$ cat src/rtl/vga_sync_decoder_if.sv
// Interface between a VGA source and the sync decoder. It carries the sync/RGB stream
// in one direction and the recovered pixel timing and status in the other.
interface vga_sync_decoder_if;
  logic        VGA_HS;
  logic        VGA_VS;
  logic [7:0]  VGA_R;
  logic [7:0]  VGA_G;
  logic [7:0]  VGA_B;
  logic [9:0]  pixel_x;
  logic [9:0]  pixel_y;
  logic        pixel_valid;
  logic [7:0]  pixel_r;
  logic [7:0]  pixel_g;
  logic [7:0]  pixel_b;
  logic        locked;
  logic        h_error;
  logic        v_error;
  logic [7:0]  error_count;
  logic        frame_done;
  logic [18:0] lit_count;

  modport master (
    output VGA_HS, VGA_VS, VGA_R, VGA_G, VGA_B,
    input  pixel_x, pixel_y, pixel_valid, pixel_r, pixel_g, pixel_b,
    input  locked, h_error, v_error, error_count, frame_done, lit_count
  );

  modport slave (
    input  VGA_HS, VGA_VS, VGA_R, VGA_G, VGA_B,
    output pixel_x, pixel_y, pixel_valid, pixel_r, pixel_g, pixel_b,
    output locked, h_error, v_error, error_count, frame_done, lit_count
  );
endinterface

$ cat src/rtl/vga_sync_decoder.sv
// Receive-side VGA monitor: recovers pixel coordinates from HS/VS, checks line/frame
// timing, tracks lock (SEARCH -> ACQUIRE -> LOCKED) and counts lit pixels per frame.
module vga_sync_decoder #(
  parameter int H_TOTAL     = 800,
  parameter int H_SYNC      = 96,
  parameter int H_ACT_START = 144,
  parameter int H_ACTIVE    = 640,
  parameter int V_TOTAL     = 525,
  parameter int V_SYNC      = 2,
  parameter int V_ACT_START = 35,
  parameter int V_ACTIVE    = 480
) (
  input logic               VGA_CLK,
  input logic               reset,
  vga_sync_decoder_if.slave vga
);
  typedef enum logic [1:0] {SEARCH, ACQUIRE, LOCKED} state_t;

  localparam logic [10:0] H_TOTAL_C = 11'(H_TOTAL);
  localparam logic [10:0] H_SYNC_C  = 11'(H_SYNC);
  localparam logic [10:0] V_TOTAL_C = 11'(V_TOTAL);
  localparam logic [10:0] V_SYNC_C  = 11'(V_SYNC);
  localparam logic [10:0] H_LO_C    = 11'(H_ACT_START);
  localparam logic [10:0] H_HI_C    = 11'(H_ACT_START + H_ACTIVE);
  localparam logic [10:0] V_LO_C    = 11'(V_ACT_START);
  localparam logic [10:0] V_HI_C    = 11'(V_ACT_START + V_ACTIVE);
  localparam logic [9:0]  H_OFS_C   = 10'(H_ACT_START);
  localparam logic [9:0]  V_OFS_C   = 10'(V_ACT_START);

  state_t      state_q, state_d;
  logic        hs_q, vs_q;
  logic [9:0]  hc_q, hc_d, vc_q, vc_d;
  logic [7:0]  r_q, g_q, b_q;
  logic        h_err_q, h_err_d, v_err_q, v_err_d;
  logic        frame_done_q, frame_done_d;
  logic [7:0]  err_cnt_q, err_cnt_d;
  logic [18:0] lit_acc_q, lit_acc_d, lit_cnt_q, lit_cnt_d;

  logic        hf, hr, vf, vr, frame_edge, checking;
  logic [10:0] hc_p1, vc_p1;
  logic        in_window, pix_valid, lit_pix;
  logic [8:0]  err_sum;

  assign hf         = hs_q & ~vga.VGA_HS;
  assign hr         = ~hs_q & vga.VGA_HS;
  assign vf         = vs_q & ~vga.VGA_VS;
  assign vr         = ~vs_q & vga.VGA_VS;
  assign frame_edge = vf & hf;
  assign checking   = (state_q != SEARCH);

  // 11-bit sums so a saturated 1023 counter never aliases onto a legal total
  assign hc_p1 = {1'b0, hc_q} + 11'd1;
  assign vc_p1 = {1'b0, vc_q} + 11'd1;

  always_comb begin
    hc_d = hf ? 10'd0 : ((hc_q == 10'h3FF) ? hc_q : hc_q + 10'd1);
    vc_d = vc_q;
    if (frame_edge)
      vc_d = 10'd0;
    else if (hf)
      vc_d = (vc_q == 10'h3FF) ? vc_q : vc_q + 10'd1;
  end

  always_comb begin
    h_err_d = 1'b0;
    v_err_d = 1'b0;
    if (checking) begin
      if (hf && hc_p1 != H_TOTAL_C) h_err_d = 1'b1;
      if (hr && hc_p1 != H_SYNC_C)  h_err_d = 1'b1;
      if ((vf || vr) && !hf)        v_err_d = 1'b1;
      if (vf && hf && vc_p1 != V_TOTAL_C) v_err_d = 1'b1;
      if (vr && hf && vc_p1 != V_SYNC_C)  v_err_d = 1'b1;
    end
  end

  assign in_window = ({1'b0, hc_q} >= H_LO_C) && ({1'b0, hc_q} < H_HI_C) &&
                     ({1'b0, vc_q} >= V_LO_C) && ({1'b0, vc_q} < V_HI_C);
  assign pix_valid = in_window && (state_q == LOCKED);
  assign lit_pix   = pix_valid && ((r_q | g_q | b_q) != 8'd0);
  assign err_sum   = {1'b0, err_cnt_q} + 9'(h_err_d) + 9'(v_err_d);

  always_comb begin
    state_d      = state_q;
    frame_done_d = 1'b0;
    lit_acc_d    = lit_acc_q + 19'(lit_pix);
    lit_cnt_d    = lit_cnt_q;
    err_cnt_d    = err_sum[8] ? 8'hFF : err_sum[7:0];
    case (state_q)
      SEARCH: begin
        if (frame_edge) state_d = ACQUIRE;
      end
      ACQUIRE, LOCKED: begin
        if (frame_edge) begin
          frame_done_d = 1'b1;
          lit_cnt_d    = lit_acc_q + 19'(lit_pix);
          lit_acc_d    = 19'd0;
        end
        // an error on an aligned frame edge still marks a usable frame start
        if (h_err_d || v_err_d)
          state_d = frame_edge ? ACQUIRE : SEARCH;
        else if (frame_edge)
          state_d = LOCKED;
      end
      default: state_d = SEARCH;
    endcase
    if (state_d == SEARCH && state_q != SEARCH) lit_acc_d = 19'd0;
  end

  always_ff @(posedge VGA_CLK or posedge reset) begin
    if (reset) begin
      state_q      <= SEARCH;
      hs_q         <= 1'b1;
      vs_q         <= 1'b1;
      hc_q         <= 10'd0;
      vc_q         <= 10'd0;
      r_q          <= 8'd0;
      g_q          <= 8'd0;
      b_q          <= 8'd0;
      h_err_q      <= 1'b0;
      v_err_q      <= 1'b0;
      frame_done_q <= 1'b0;
      err_cnt_q    <= 8'd0;
      lit_acc_q    <= 19'd0;
      lit_cnt_q    <= 19'd0;
    end else begin
      state_q      <= state_d;
      hs_q         <= vga.VGA_HS;
      vs_q         <= vga.VGA_VS;
      hc_q         <= hc_d;
      vc_q         <= vc_d;
      r_q          <= vga.VGA_R;
      g_q          <= vga.VGA_G;
      b_q          <= vga.VGA_B;
      h_err_q      <= h_err_d;
      v_err_q      <= v_err_d;
      frame_done_q <= frame_done_d;
      err_cnt_q    <= err_cnt_d;
      lit_acc_q    <= lit_acc_d;
      lit_cnt_q    <= lit_cnt_d;
    end
  end

  assign vga.pixel_valid = pix_valid;
  assign vga.pixel_x     = pix_valid ? (hc_q - H_OFS_C) : 10'd0;
  assign vga.pixel_y     = pix_valid ? (vc_q - V_OFS_C) : 10'd0;
  assign vga.pixel_r     = r_q;
  assign vga.pixel_g     = g_q;
  assign vga.pixel_b     = b_q;
  assign vga.locked      = (state_q == LOCKED);
  assign vga.h_error     = h_err_q;
  assign vga.v_error     = v_err_q;
  assign vga.error_count = err_cnt_q;
  assign vga.frame_done  = frame_done_q;
  assign vga.lit_count   = lit_cnt_q;
endmodule

$ cat src/flat_wrapper.sv
// flat-port wrapper written by rule: the top's interface ports become plain ports
module vga_sync_decoder_flat 
#(
  parameter int H_TOTAL     = 800,
  parameter int H_SYNC      = 96,
  parameter int H_ACT_START = 144,
  parameter int H_ACTIVE    = 640,
  parameter int V_TOTAL     = 525,
  parameter int V_SYNC      = 2,
  parameter int V_ACT_START = 35,
  parameter int V_ACTIVE    = 480
)
  (VGA_CLK, reset, vga_VGA_HS, vga_VGA_VS, vga_VGA_R, vga_VGA_G, vga_VGA_B, vga_pixel_x, vga_pixel_y, vga_pixel_valid, vga_pixel_r, vga_pixel_g, vga_pixel_b, vga_locked, vga_h_error, vga_v_error, vga_error_count, vga_frame_done, vga_lit_count);
  vga_sync_decoder_if vga_i ();
  input logic VGA_CLK;
  input logic reset;
  input wire logic [$bits(vga_i.VGA_HS)-1:0] vga_VGA_HS;
  input wire logic [$bits(vga_i.VGA_VS)-1:0] vga_VGA_VS;
  input wire logic [$bits(vga_i.VGA_R)-1:0] vga_VGA_R;
  input wire logic [$bits(vga_i.VGA_G)-1:0] vga_VGA_G;
  input wire logic [$bits(vga_i.VGA_B)-1:0] vga_VGA_B;
  output wire logic [$bits(vga_i.pixel_x)-1:0] vga_pixel_x;
  output wire logic [$bits(vga_i.pixel_y)-1:0] vga_pixel_y;
  output wire logic [$bits(vga_i.pixel_valid)-1:0] vga_pixel_valid;
  output wire logic [$bits(vga_i.pixel_r)-1:0] vga_pixel_r;
  output wire logic [$bits(vga_i.pixel_g)-1:0] vga_pixel_g;
  output wire logic [$bits(vga_i.pixel_b)-1:0] vga_pixel_b;
  output wire logic [$bits(vga_i.locked)-1:0] vga_locked;
  output wire logic [$bits(vga_i.h_error)-1:0] vga_h_error;
  output wire logic [$bits(vga_i.v_error)-1:0] vga_v_error;
  output wire logic [$bits(vga_i.error_count)-1:0] vga_error_count;
  output wire logic [$bits(vga_i.frame_done)-1:0] vga_frame_done;
  output wire logic [$bits(vga_i.lit_count)-1:0] vga_lit_count;
  assign vga_i.VGA_HS = vga_VGA_HS;
  assign vga_i.VGA_VS = vga_VGA_VS;
  assign vga_i.VGA_R = vga_VGA_R;
  assign vga_i.VGA_G = vga_VGA_G;
  assign vga_i.VGA_B = vga_VGA_B;
  assign vga_pixel_x = vga_i.pixel_x;
  assign vga_pixel_y = vga_i.pixel_y;
  assign vga_pixel_valid = vga_i.pixel_valid;
  assign vga_pixel_r = vga_i.pixel_r;
  assign vga_pixel_g = vga_i.pixel_g;
  assign vga_pixel_b = vga_i.pixel_b;
  assign vga_locked = vga_i.locked;
  assign vga_h_error = vga_i.h_error;
  assign vga_v_error = vga_i.v_error;
  assign vga_error_count = vga_i.error_count;
  assign vga_frame_done = vga_i.frame_done;
  assign vga_lit_count = vga_i.lit_count;
  vga_sync_decoder #(.H_TOTAL(H_TOTAL), .H_SYNC(H_SYNC), .H_ACT_START(H_ACT_START), .H_ACTIVE(H_ACTIVE), .V_TOTAL(V_TOTAL), .V_SYNC(V_SYNC), .V_ACT_START(V_ACT_START), .V_ACTIVE(V_ACTIVE)) u_core (.VGA_CLK(VGA_CLK), .reset(reset), .vga(vga_i));
endmodule
$ cat config.mk
export PLATFORM = sky130hd
export DESIGN_NAME = vga_sync_decoder_flat
export DESIGN_NICKNAME = d
export VERILOG_FILES = /design/src/rtl/vga_sync_decoder_if.sv /design/src/rtl/vga_sync_decoder.sv /design/src/flat_wrapper.sv
export SDC_FILE = /design/constraint.sdc
export NUM_CORES = 1
export LEC_CHECK = 0
export CAP_MARGIN = 25
export CORE_MARGIN = 2
export CORE_UTILIZATION = 35
export CTS_CLUSTER_SIZE = 30
export DETAILED_ROUTE_END_ITERATION = 8
export HOLD_SLACK_MARGIN = 0.05
export PLACE_DENSITY_LB_ADDON = 0.1
export SLEW_MARGIN = 25
export SYNTH_ARGS = -nofsm -noshare
export SYNTH_HDL_FRONTEND = slang
export SYNTH_SLANG_ARGS = --single-unit
$ cat constraint.sdc
create_clock -name VGA_CLK -period 3.66 [get_ports VGA_CLK]
set_input_delay 0.549 -clock VGA_CLK [delete_from_list [all_inputs] [get_ports VGA_CLK]]
set_output_delay 0.549 -clock VGA_CLK [all_outputs]
set_load 0.005 [all_outputs]
==> flow_summary.ini <==
[synthesis]
synthCells = 478
synthDistinctLibCells = 54
synth_area_um2 = 4740
synth.yosys.seq_area_share_pct = 51.2
synth-main-ff-cell = dfrtp_1
synth_fp_nets = 523
avgSynthCellArea_um2 = 9.93
synth_edf_count = 0
synth-async-reset-ratio_pct = 100
yosysWarnings = 0
ys_seq_elements = 97

[power_and_ir_drop]
p_comb_share_pct = 23.8
power_frac_seq_pct = 42.8
switching_share_pct = 29.4
power.internal_w = 0.00209
power_switching_w = 0.000872
p_per_area_nw_per_um2 = 461
vdd_drop_max_mv = 0.293
leakage_nw = 2.80
power_frac_clock_pct = 33.4

[clock_network]
cts_sinks = 97
clock_latency_ns = 0.35
clk_pin_slew_worst_paths_ns = 0.07
clockRootBuffer = clkbuf_16
htreeDepth = 3
cts_tree = done
clock_path_buffers = 2
cts_buffers = 9

[detailed_routing]
drc = 0
drtAntennaViolNets = 0
wl_mm = 11.6
vias = 3843
dr.pass1.iters = 4
avgViaCountPerCell = 4.98
drt_iter0_drc = 153
drt-wirelength-per-cell_um = 15.0

[critical_path]
cp.required_ns = 3.11
worstSetupStartpointType = register
critPathArrivalTime_ns = 2.95
crit_path_end_kind = primary output
crit_fanout = 5
criticalPathCategory = reg -> out

[timing]
whs_ns = 0.488
clock.fmax_ghz = 0.285
timing.slew.headroom_pct = 47.9
setup_viol = 0
min_period_ns = 3.50
slew_viol_final = 0
period_share_pct = 95.7
setup_ws_ns = 0.157
setup_tns_ns = 0
rsz0062_at_grt = yes
tightest_slew_ns = 0.781
finalClockSkew_ns = 0.00939
hold_viol_final = 0

[floorplan]
die_y_um = 120
ioPinCount = 104
initial_core_util_pct = 35.8
die_x_um = 120
fp.dieArea_um2 = 14500
rows = 42
core_um2 = 13200

[run_status]
status = complete, no violations

[global_route]
grtUsageTotal_pct = 16.8
grt-ovfl-total = 0
grt_pass1_wl_mm = 19.2
grt_max_degree = 98
grt_pass1_vias = 3813
antenna_found_initial = 0

[cells_and_area]
insertedDiodeCount = 0
syn_to_final_growth_pct = 35.4
drive_gt1_share_pct = 11.6
final_cell_area_um2 = 6430
instances_no_fill = 772
fin_nets = 636

[place]
place_congestion = 0.824
io_buffers = 103
dpl-instance-area_um2 = 6060
dp_hpwl_mm = 8.05
preCtsSetupSlack_ns = -0.101
dp_cells = 752

[flow_run]
drv_cap = 0

[hold_path]
hp-class = reg -> reg
## layout make-up
type	count	area [um^2]
Fill cell	1288	6820
Sequential cell	97	2430
Multi-Input combinational cell	330	2130
Timing Repair Buffer	127	1220
Clock buffer	12	267
Tap cell	176	220
Inverter	26	100
Clock inverter	4	50.0
## cell usage after synthesis, types with 3 or more instances
library cell,n,share of area (%)
nor3_1,3,0.32
nand3_1,19,2.0
and3_1,7,0.92
a31oi_1,11,1.5
nand2b_1,5,0.66
nand4_1,11,1.5
a21oi_1,23,2.4
inv_1,26,2.1
nand2_1,39,3.1
and4_1,8,1.5
or2_2,3,0.40
o31ai_1,9,1.4
and2_1,3,0.40
nor2_2,9,1.2
xnor2_1,18,3.3
o21ai_0,30,3.2
clkbuf_1,21,1.7
nor2_1,46,3.6
xor2_1,19,3.5
ha_1,16,4.2
nor4_1,8,1.1
dfrtp_1,95,50
nor2b_1,9,1.2
## critical path, cell delays in order (launching register included)
cell	delay, ns
dfrtp_1	0.38
ha_1	0.21
or4_4	0.51
nand2_2	0.11
nand2_1	0.09
nor2_1	0.10
nor2_1	0.07
o2111ai_2	0.35
buf_6	0.18
and3b_1	0.18
clkdlybuf4s50_1	0.45
## logic make-up after synthesis
group	count (synthesis)	share of synthesized area [%]
xor+xnor	37	6.83
buf+inv	51	4.30
fa+ha+maj	17	4.64
mux	2	0.475
compound gates	95	13.3
flops	97	51.2
simple gates	179	19.3
## layout by cell type, fill, tap and decap left out, types with 3 or more instances in the layout
master,count
ha_1,16
o31ai_1,9
clkdlybuf4s50_1,103
a21oi_1,23
clkbuf_8,3
nand4_1,11
nor2_1,45
dfrtp_1,95
clkbuf_16,9
buf_4,21
or2_2,3
a31oi_1,11
xnor2_1,18
nand2b_1,5
inv_1,25
nor2b_1,8
o21ai_0,30
and3_1,7
nor4_1,8
and2_1,3
nand2_1,38
xor2_1,19
and4_1,8
nor2_2,10
nand3_1,19
nor3_1,3
## per-layer routing
metal | vias up | GRT usage (%) | part of all wire [%]
met5 | - | 0 | 0
met3 | 12 | 3.21 | 3.1
met4 | 0 | 6.54 | 1.5
met1 | 1867 | 22.9 | 46
li1 | 1886 | - | -
met2 | 78 | 26.7 | 50
## flip-flops by register name (all words and copies together) (netlist names)
register / flops
u_core.vga.error_count: 8
u_core.vga.pixel_b: 8
u_core.vga.h_error: 1
u_core.vc_q: 10
u_core.state_q: 2
u_core.lit_acc_q: 19
u_core.vga.v_error: 1
u_core.vga.pixel_g: 8
u_core.hc_q: 10
u_core.vs_q: 1
u_core.vga.lit_count: 19
u_core.hs_q: 1
u_core.vga.pixel_r: 8
u_core.vga.frame_done: 1
## power groups by stage
stage / registers, W / clock network (W) / logic (W)
floorplan: 0.00128 / 0 / 0.000406
global placement: 0.00129 / 0 / 0.000687
detailed placement: 0.00128 / 0 / 0.000701
CTS: 0.00127 / 0.00103 / 0.000708
global route: 0.00129 / 0.00108 / 0.000788
finish: 0.00127 / 0.000989 / 0.000704
## stage by stage
stage / utilization, % / power [W]
floorplan: - / 0.00169
global placement: 45.8 / 0.00197
detailed placement: 45.8 / 0.00198
CTS: 48.2 / 0.00301
global route: 48.5 / 0.00315
finish: 48.5 / 0.00296
## worst paths after layout
path / endpoint / slack [ns] / from / cells after the start
min in group asynchronous: u_core.vga.error_count[5] / 0.68 / reset / 3
max: vga_pixel_y[2] / 0.16 / u_core.vc_q[0] / 10
min: u_core.vga.lit_count[11] / 0.49 / u_core.vga.lit_count[11] / 2
max in group asynchronous: u_core.vs_q / 2.58 / reset / 3
max reg2reg: u_core.vga.lit_count[15] / 0.33 / u_core.vc_q[0] / 12
min reg2reg: u_core.vga.lit_count[11] / 0.49 / u_core.vga.lit_count[11] / 2
## timing repair
item                       in CTS  in global routing
gates cloned                    0                  2
hold buffers                    0                  0
setup buffers                   0                  2
setup endpoints to repair       6                 10
pin swaps                       0                  1
resized for setup               2                  6
(Power assumes the default switching activity.)
